`src/rtl/ms_cpu_pkg.sv`:
```
// ms_cpu_pkg: shared halfword width, command-length and fetch-state encodings
package ms_cpu_pkg;
  localparam int HwW = 16;
  typedef enum logic [1:0] {LenBad, Len1, Len2, Len3} cmdLen_e;
  typedef enum logic [1:0] {FsIdle, FsReq, FsWait} fetchState_e;
endpackage

```
`src/rtl/ms_cmd_queue_if.sv`:
```
// ms_cmd_queue_if: decoder-side and code-memory-side signals of the prefetch queue
interface ms_cmd_queue_if #(parameter int QDepth = 8);
  import ms_cpu_pkg::*;
  logic AIpLoad;
  logic [23:1] AIpNew;
  logic [3*HwW-1:0] AQueTop;
  logic [23:1] AIpThis;
  logic [$clog2(QDepth):0] AQueCnt;
  logic [1:0] ACmdLen;
  logic ACmdLenValid;
  logic AQueShift;
  logic AFetchReq;
  logic [23:2] AFetchAddr;
  logic AFetchAck;
  logic AFetchDataVld;
  logic [31:0] AFetchData;
  modport master (
    input AIpLoad, AIpNew, ACmdLen, AQueShift, AFetchAck, AFetchDataVld, AFetchData,
    output AQueTop, AIpThis, AQueCnt, ACmdLenValid, AFetchReq, AFetchAddr
  );
  modport slave (
    output AIpLoad, AIpNew, ACmdLen, AQueShift, AFetchAck, AFetchDataVld, AFetchData,
    input AQueTop, AIpThis, AQueCnt, ACmdLenValid, AFetchReq, AFetchAddr
  );
endinterface

```
`src/rtl/ms_hw_fifo.sv`:
```
// ms_hw_fifo: halfword circular buffer, 1-or-2 write, 1..3 read, 3-slot peek window
module ms_hw_fifo import ms_cpu_pkg::*; #(
  parameter int Depth = 8,
  localparam int PW = $clog2(Depth),
  localparam int CW = PW + 1
) (
  input  logic clk,
  input  logic resetN,
  input  logic flush,
  input  logic [1:0] wrCnt,
  input  logic [HwW-1:0] wrLo,
  input  logic [HwW-1:0] wrHi,
  input  logic [1:0] rdLen,
  output logic [3*HwW-1:0] peek,
  output logic [CW-1:0] cnt
);
  logic [HwW-1:0] mem [Depth];
  logic [PW-1:0] rp, wp;
  always_ff @(posedge clk) begin
    if (!resetN || flush) begin
      rp <= '0;
      wp <= '0;
      cnt <= '0;
    end else begin
      rp <= rp + PW'(rdLen);
      wp <= wp + PW'(wrCnt);
      cnt <= cnt + CW'(wrCnt) - CW'(rdLen);
    end
  end
  always_ff @(posedge clk) begin
    if (wrCnt != 2'd0) mem[wp] <= wrLo;
    if (wrCnt == 2'd2) mem[wp + PW'(1)] <= wrHi;
  end
  // slots beyond the valid count read as zero so stale halfwords never leak out
  always_comb begin
    peek = '0;
    for (int i = 0; i < 3; i++) peek[i*HwW +: HwW] = (CW'(i) < cnt) ? mem[rp + PW'(i)] : '0;
  end
endmodule

```
`src/rtl/ms_cmd_queue.sv`:
```
// ms_cmd_queue: instruction prefetch queue feeding the command decoder
module ms_cmd_queue import ms_cpu_pkg::*; #(
  parameter int QDepth = 8,
  parameter logic [23:1] ResetIp = 23'h0
) (
  input logic AClkH,
  input logic AResetHN,
  ms_cmd_queue_if.master q
);
  localparam int CW = $clog2(QDepth) + 1;
  fetchState_e state, stateNext;
  logic [23:2] fetchPtr, reqAddr;
  logic [23:1] ipThis;
  logic [CW-1:0] cnt;
  logic skip, drop, vld, wr, consume, freeOk;
  always_comb begin
    vld = q.AFetchDataVld && state == FsWait;
    wr = vld && !drop && !q.AIpLoad;
    consume = q.AQueShift && q.ACmdLenValid && !q.AIpLoad;
    freeOk = cnt <= CW'(QDepth - 2);
  end
  always_ff @(posedge AClkH) state <= !AResetHN ? FsIdle : stateNext;
  always_comb begin
    stateNext = state == FsIdle ? (!q.AIpLoad && freeOk ? FsReq : FsIdle)
              : state == FsReq ? (q.AFetchAck ? FsWait : FsReq)
              : (vld ? FsIdle : FsWait);
  end
  always_comb begin
    q.AFetchReq = state == FsReq;
    q.AFetchAddr = reqAddr;
    q.AIpThis = ipThis;
    q.AQueCnt = cnt;
    q.ACmdLenValid = q.ACmdLen != LenBad && cnt >= CW'(q.ACmdLen);
  end
  // reqAddr freezes the address so a redirect in Req never changes an issued request
  always_ff @(posedge AClkH) begin
    if (!AResetHN) begin
      ipThis <= ResetIp;
      fetchPtr <= ResetIp[23:2];
      reqAddr <= ResetIp[23:2];
      skip <= ResetIp[1];
      drop <= 1'b0;
    end else begin
      ipThis <= q.AIpLoad ? q.AIpNew : consume ? ipThis + 23'(q.ACmdLen) : ipThis;
      fetchPtr <= q.AIpLoad ? q.AIpNew[23:2] : wr ? fetchPtr + 22'd1 : fetchPtr;
      skip <= q.AIpLoad ? q.AIpNew[1] : wr ? 1'b0 : skip;
      drop <= q.AIpLoad ? (state == FsReq || (state == FsWait && !vld)) : vld ? 1'b0 : drop;
      reqAddr <= (state == FsIdle && stateNext == FsReq) ? fetchPtr : reqAddr;
    end
  end
  ms_hw_fifo #(.Depth(QDepth)) fifo (
    .clk(AClkH),
    .resetN(AResetHN),
    .flush(q.AIpLoad),
    .wrCnt(wr ? (skip ? 2'd1 : 2'd2) : 2'd0),
    .wrLo(skip ? q.AFetchData[31:16] : q.AFetchData[15:0]),
    .wrHi(q.AFetchData[31:16]),
    .rdLen(consume ? q.ACmdLen : 2'd0),
    .peek(q.AQueTop),
    .cnt(cnt)
  );
endmodule

```
`src/flat_wrapper.sv`:
```
// flat-port wrapper written by rule: the top's interface ports become plain ports
module ms_cmd_queue_flat import ms_cpu_pkg::*;
#(
  parameter int QDepth = 8,
  parameter logic [23:1] ResetIp = 23'h0
)
  (AClkH, AResetHN, q_AIpLoad, q_AIpNew, q_ACmdLen, q_AQueShift, q_AFetchAck, q_AFetchDataVld, q_AFetchData, q_AQueTop, q_AIpThis, q_AQueCnt, q_ACmdLenValid, q_AFetchReq, q_AFetchAddr);
  ms_cmd_queue_if #(.QDepth(QDepth)) q_i ();
  input logic AClkH;
  input logic AResetHN;
  input wire logic [$bits(q_i.AIpLoad)-1:0] q_AIpLoad;
  input wire logic [$bits(q_i.AIpNew)-1:0] q_AIpNew;
  input wire logic [$bits(q_i.ACmdLen)-1:0] q_ACmdLen;
  input wire logic [$bits(q_i.AQueShift)-1:0] q_AQueShift;
  input wire logic [$bits(q_i.AFetchAck)-1:0] q_AFetchAck;
  input wire logic [$bits(q_i.AFetchDataVld)-1:0] q_AFetchDataVld;
  input wire logic [$bits(q_i.AFetchData)-1:0] q_AFetchData;
  output wire logic [$bits(q_i.AQueTop)-1:0] q_AQueTop;
  output wire logic [$bits(q_i.AIpThis)-1:0] q_AIpThis;
  output wire logic [$bits(q_i.AQueCnt)-1:0] q_AQueCnt;
  output wire logic [$bits(q_i.ACmdLenValid)-1:0] q_ACmdLenValid;
  output wire logic [$bits(q_i.AFetchReq)-1:0] q_AFetchReq;
  output wire logic [$bits(q_i.AFetchAddr)-1:0] q_AFetchAddr;
  assign q_i.AIpLoad = q_AIpLoad;
  assign q_i.AIpNew = q_AIpNew;
  assign q_i.ACmdLen = q_ACmdLen;
  assign q_i.AQueShift = q_AQueShift;
  assign q_i.AFetchAck = q_AFetchAck;
  assign q_i.AFetchDataVld = q_AFetchDataVld;
  assign q_i.AFetchData = q_AFetchData;
  assign q_AQueTop = q_i.AQueTop;
  assign q_AIpThis = q_i.AIpThis;
  assign q_AQueCnt = q_i.AQueCnt;
  assign q_ACmdLenValid = q_i.ACmdLenValid;
  assign q_AFetchReq = q_i.AFetchReq;
  assign q_AFetchAddr = q_i.AFetchAddr;
  ms_cmd_queue #(.QDepth(QDepth), .ResetIp(ResetIp)) u_core (.AClkH(AClkH), .AResetHN(AResetHN), .q(q_i));
endmodule
```
`config.mk`:
```
export PLATFORM = sky130hd
export DESIGN_NAME = ms_cmd_queue_flat
export DESIGN_NICKNAME = d
export VERILOG_FILES = /design/src/rtl/ms_cpu_pkg.sv /design/src/rtl/ms_cmd_queue_if.sv /design/src/rtl/ms_hw_fifo.sv /design/src/rtl/ms_cmd_queue.sv /design/src/flat_wrapper.sv
export SDC_FILE = /design/constraint.sdc
export NUM_CORES = 1
export LEC_CHECK = 0
export ABC_AREA = 1
export CAP_MARGIN = 10
export CORE_UTILIZATION = 26
export DETAILED_ROUTE_END_ITERATION = 8
export GPL_TIMING_DRIVEN = 0
export HOLD_SLACK_MARGIN = 0.1
export PLACE_DENSITY = 0.39
export SLEW_MARGIN = 20
export SYNTH_ARGS = -nofsm -noshare
export SYNTH_HDL_FRONTEND = slang
export SYNTH_SLANG_ARGS = --single-unit
```
`constraint.sdc`:
```
create_clock -name AClkH -period 5.75 [get_ports AClkH]
set_input_delay 0.575 -clock AClkH [delete_from_list [all_inputs] [get_ports AClkH]]
set_output_delay 0.575 -clock AClkH [all_outputs]
set_load 0.02 [all_outputs]
```
==> impl_metrics.yaml <==
timing:
  hold_slack_ns: 0.464
  hold_violations: 0
  grt_setup_unrepaired: "false"
  finalCritPeriodShare_pct: 77.1
  tightest_slew_ns: 1.04
  worst_slack_ns: 1.32
  tns_ns: 0
  fin_skew_ns: 0.0157
  fmax_mhz: 226
  fin_crit_ns: 4.43
  max-slew-margin-rel_pct: 30.5
  setup_violations: 0
  slew_viol_final: 0
logic_synthesis:
  synth_xor_area_share_pct: 0.870
  synth_mux_area_share_pct: 0.459
  synth_top_cell_area_share_pct: 29.4
  synth_cell_types: 45
  synth_area_um2: 13100
  synthSimpleGateAreaFrac_pct: 23.7
  avgSynthCellArea_um2: 7.31
  ys.flop_type: "edfxtp_1"
  synth_top_family_by_area: "simple AND/OR/NAND/NOR gates"
  synth_compound_area_share_pct: 21.7
  syn_nets: 1875
  synth_top_cell_by_area: "edfxtp_1"
  yosys-top-cells-area: "edfxtp_1 (29%), nand2_1 (15%), dfxtp_1 (12%)"
  synthCells: 1791
  ys_ff_latch: 209
  synth-async-reset-ratio_pct: 0
  ys_seq_area_share_pct: 41.8
  yosys.area_share.adder_pct: 2.29
  synth_edf_count: 128
  yosysWarnings: 0
cts:
  cts_tree: "built"
  clk_latency_ns: 0.55
  cts_buffers: 27
  root_buffer: "clkbuf_16"
  htree_levels: 1
  clock-sinks: 209
  cts_setup_buffers: 0
  clk_path_buf_depth: 3
  ctsResizeCount: 0
  postCtsHoldBufs: 0
  clk_pin_slew_ns: 0.06
detailed_routing:
  viasPerCell: 4.93
  wirelength_um: 59800
  firstDrtPassIters: 5
  remaining_drc_errors: 0
  first_iter_violations: 870
  wire_per_inst_um: 22.4
  ant_nets: 0
  num_vias: 13200
setup_path:
  worstPathCellList: "inv_1, ha_1, inv_1, nor2_1, inv_1, nor2_1, clkbuf_1, a21oi_1, clkdlybuf4s50_1"
  timing.rr.start: "u_core.fifo.cnt[0]"
  cp_common_cell: "inv_1"
  r2r_setup_slack_ns: 1.99
  required_ns: 5.18
  rr_worst_depth: 17
  endpoint_kind: "output pin"
  crit_type: "flip-flop to output pin"
  startpoint_type: "flip-flop"
  startpoint: "u_core.fifo.cnt[3]"
  worst-path-max-fanout: 10
  path_buf_inv: 5
  r2r_end: "u_core.fifo.cnt[3]"
  endpoint: "q_AQueTop[12]"
  crit_family: "buffers and inverters"
  critPathSlowestCell: "nor2_1"
  cp.arrival_ns: 3.86
  cp.depth: 9
  critPathMaxStageDelay_ns: 0.68
die:
  fp.dieH_um: 226
  core-area_um2: 49300
  die_x_um: 226
  io_pins: 162
  start_util_pct: 26.6
  rows: 81
  design.die.area_um2: 51200
power_and_ir_drop:
  p_leak_nw: 6.46
  p_int_mw: 2.99
  seq_power_share_pct: 40.4
  power_density_nw_per_um2: 255
  p_sw_share_pct: 29.1
  combPwrFrac_pct: 18.2
  p_sw_mw: 1.23
  p_clk_share_pct: 41.5
  peakVddDrop_mv: 0.200
place:
  place_congestion: 0.911
  hpwl_um: 48200
  pre_cts_slack_ns: 1.37
  numPortBuffers: 160
hold_path:
  min_from: "u_core.skip"
  hp-class: "flip-flop to flip-flop"
outcome:
  status: "finished, final reports clean"
grt:
  grt_max_degree: 17
  grt_pass1_vias: 12800
  grt_usage_pct: 23.4
  grt_pass1_wl_um: 87700
  antenna_found_initial: 5
  overflow: 0
run:
  max_cap_viol_count: 0
layout:
  n_antenna_cell: 0
  drive_above_1_share_pct: 6.72
  nFillCells: 5376
  nets: 2074
  area_growth_pct: 26.4
area by class of cell:
| cell class | count | area, um2 | area share (%) |
|---|---|---|---|
| multi-input combinational | 1317 | 6460 | 39.1 |
| sequential | 209 | 5470 | 33.0 |
| timing repair buffer | 170 | 1690 | 10.2 |
| tap | 664 | 831 | 5.02 |
| clock buffer | 31 | 701 | 4.24 |
| inverter | 166 | 623 | 3.77 |
| buffer | 99 | 581 | 3.51 |
| clock inverter | 18 | 193 | 1.16 |
cell usage in the layout (no fill, tap or decap), types with 20 or more instances in the layout:
cell / netlist / routed
nand2_1: 527 / 527
o21ai_0: 196 / 190
clkdlybuf4s50_1: 0 / 160
inv_1: 158 / 158
nor2_1: 141 / 141
o21ai_1: 134 / 134
edfxtp_1: 128 / 128
a21oi_1: 94 / 94
dfxtp_1: 81 / 81
clkbuf_1: 51 / 54
nand3_1: 48 / 48
buf_6: 24 / 29
clkbuf_16: 0 / 27
a31oi_1: 26 / 26
buf_2: 17 / 20
flip-flops by register name, summed over array words and instances (netlist names):
signal and cells:
u_core.q.AFetchAddr 22, u_core.fetchPtr 22, u_core.q.AIpThis 23, u_core.fifo.wp 3, u_core.skip 1, u_core.fifo.mem 128, u_core.fifo.rp 3, u_core.fifo.cnt 4
u_core.drop 1, u_core.state 2
cells by family after synthesis:
logic type,Yosys count
simple gates,757
compound gates,520
buf+inv,265
flops,209
fa+ha+maj,21
xor+xnor,13
mux,6
per-layer routing:
layer	vias up	wire (um)	GRT usage, %
met5	-	64	0
met1	6256	27200	31.5
li1	6445	-	-
met4	10	1350	6.04
met3	77	2870	2.79
met2	399	28300	39.6
worst min-delay path, cell delays in order, from the launching register on:
cell,delay (ns)
dfxtp_1,0.31
nand2_1,0.06
a21oi_1,0.05
synth_stat cells, types with 3 or more instances:
library cell	instances
o21ai_1	134
o211ai_1	18
buf_1	5
clkbuf_1	51
o22ai_1	11
nand3_1	48
mux2i_1	6
nand2_4	9
edfxtp_1	128
xnor2_1	6
xor2_1	7
or2_2	5
o21ai_2	10
fa_1	5
a22oi_1	3
nor2_8	3
nand4_1	12
nor3_1	5
inv_1	158
a21oi_1	94
a211oi_1	3
buf_2	17
ha_1	16
a41oi_1	15
nor2_1	141
nand2_1	527
clkinv_1	6
a31oi_1	26
dfxtp_1	81
o21ai_0	196
buf_6	24
metrics by stage:
step | util (%) | instances | cell area (um2) | total power, mW
2_1_floorplan | - | 1791 | 13100 | 2.13
3_3_place_gp | 31.5 | 2615 | 15500 | 2.50
3_5_place_dp | 31.8 | 2625 | 15600 | 2.50
4_1_cts | 33.6 | 2674 | 16500 | 4.26
5_1_grt | 33.6 | 2674 | 16500 | 4.39
6_report | 33.6 | 2674 | 16500 | 4.22
power groups by stage:
stage | clock network [mW] | logic [mW] | registers [mW]
floorplan | 0 | 0.375 | 1.75
global placement | 0 | 0.765 | 1.74
detailed placement | 0 | 0.768 | 1.73
CTS | 1.79 | 0.773 | 1.70
global route | 1.84 | 0.840 | 1.71
finish | 1.75 | 0.765 | 1.70
worst min path at each step:
| stage | depth (start not counted) | to | slack, ns |
|---|---|---|---|
| detailed placement | 2 | u_core.skip | 0.46 |
| finish | 2 | u_core.skip | 0.46 |
| CTS | 2 | u_core.skip | 0.47 |
| floorplan | 2 | u_core.skip | 0.44 |
| global placement | 2 | u_core.skip | 0.46 |
| global route | 2 | u_core.skip | 0.50 |
(Power assumes the default switching activity.)
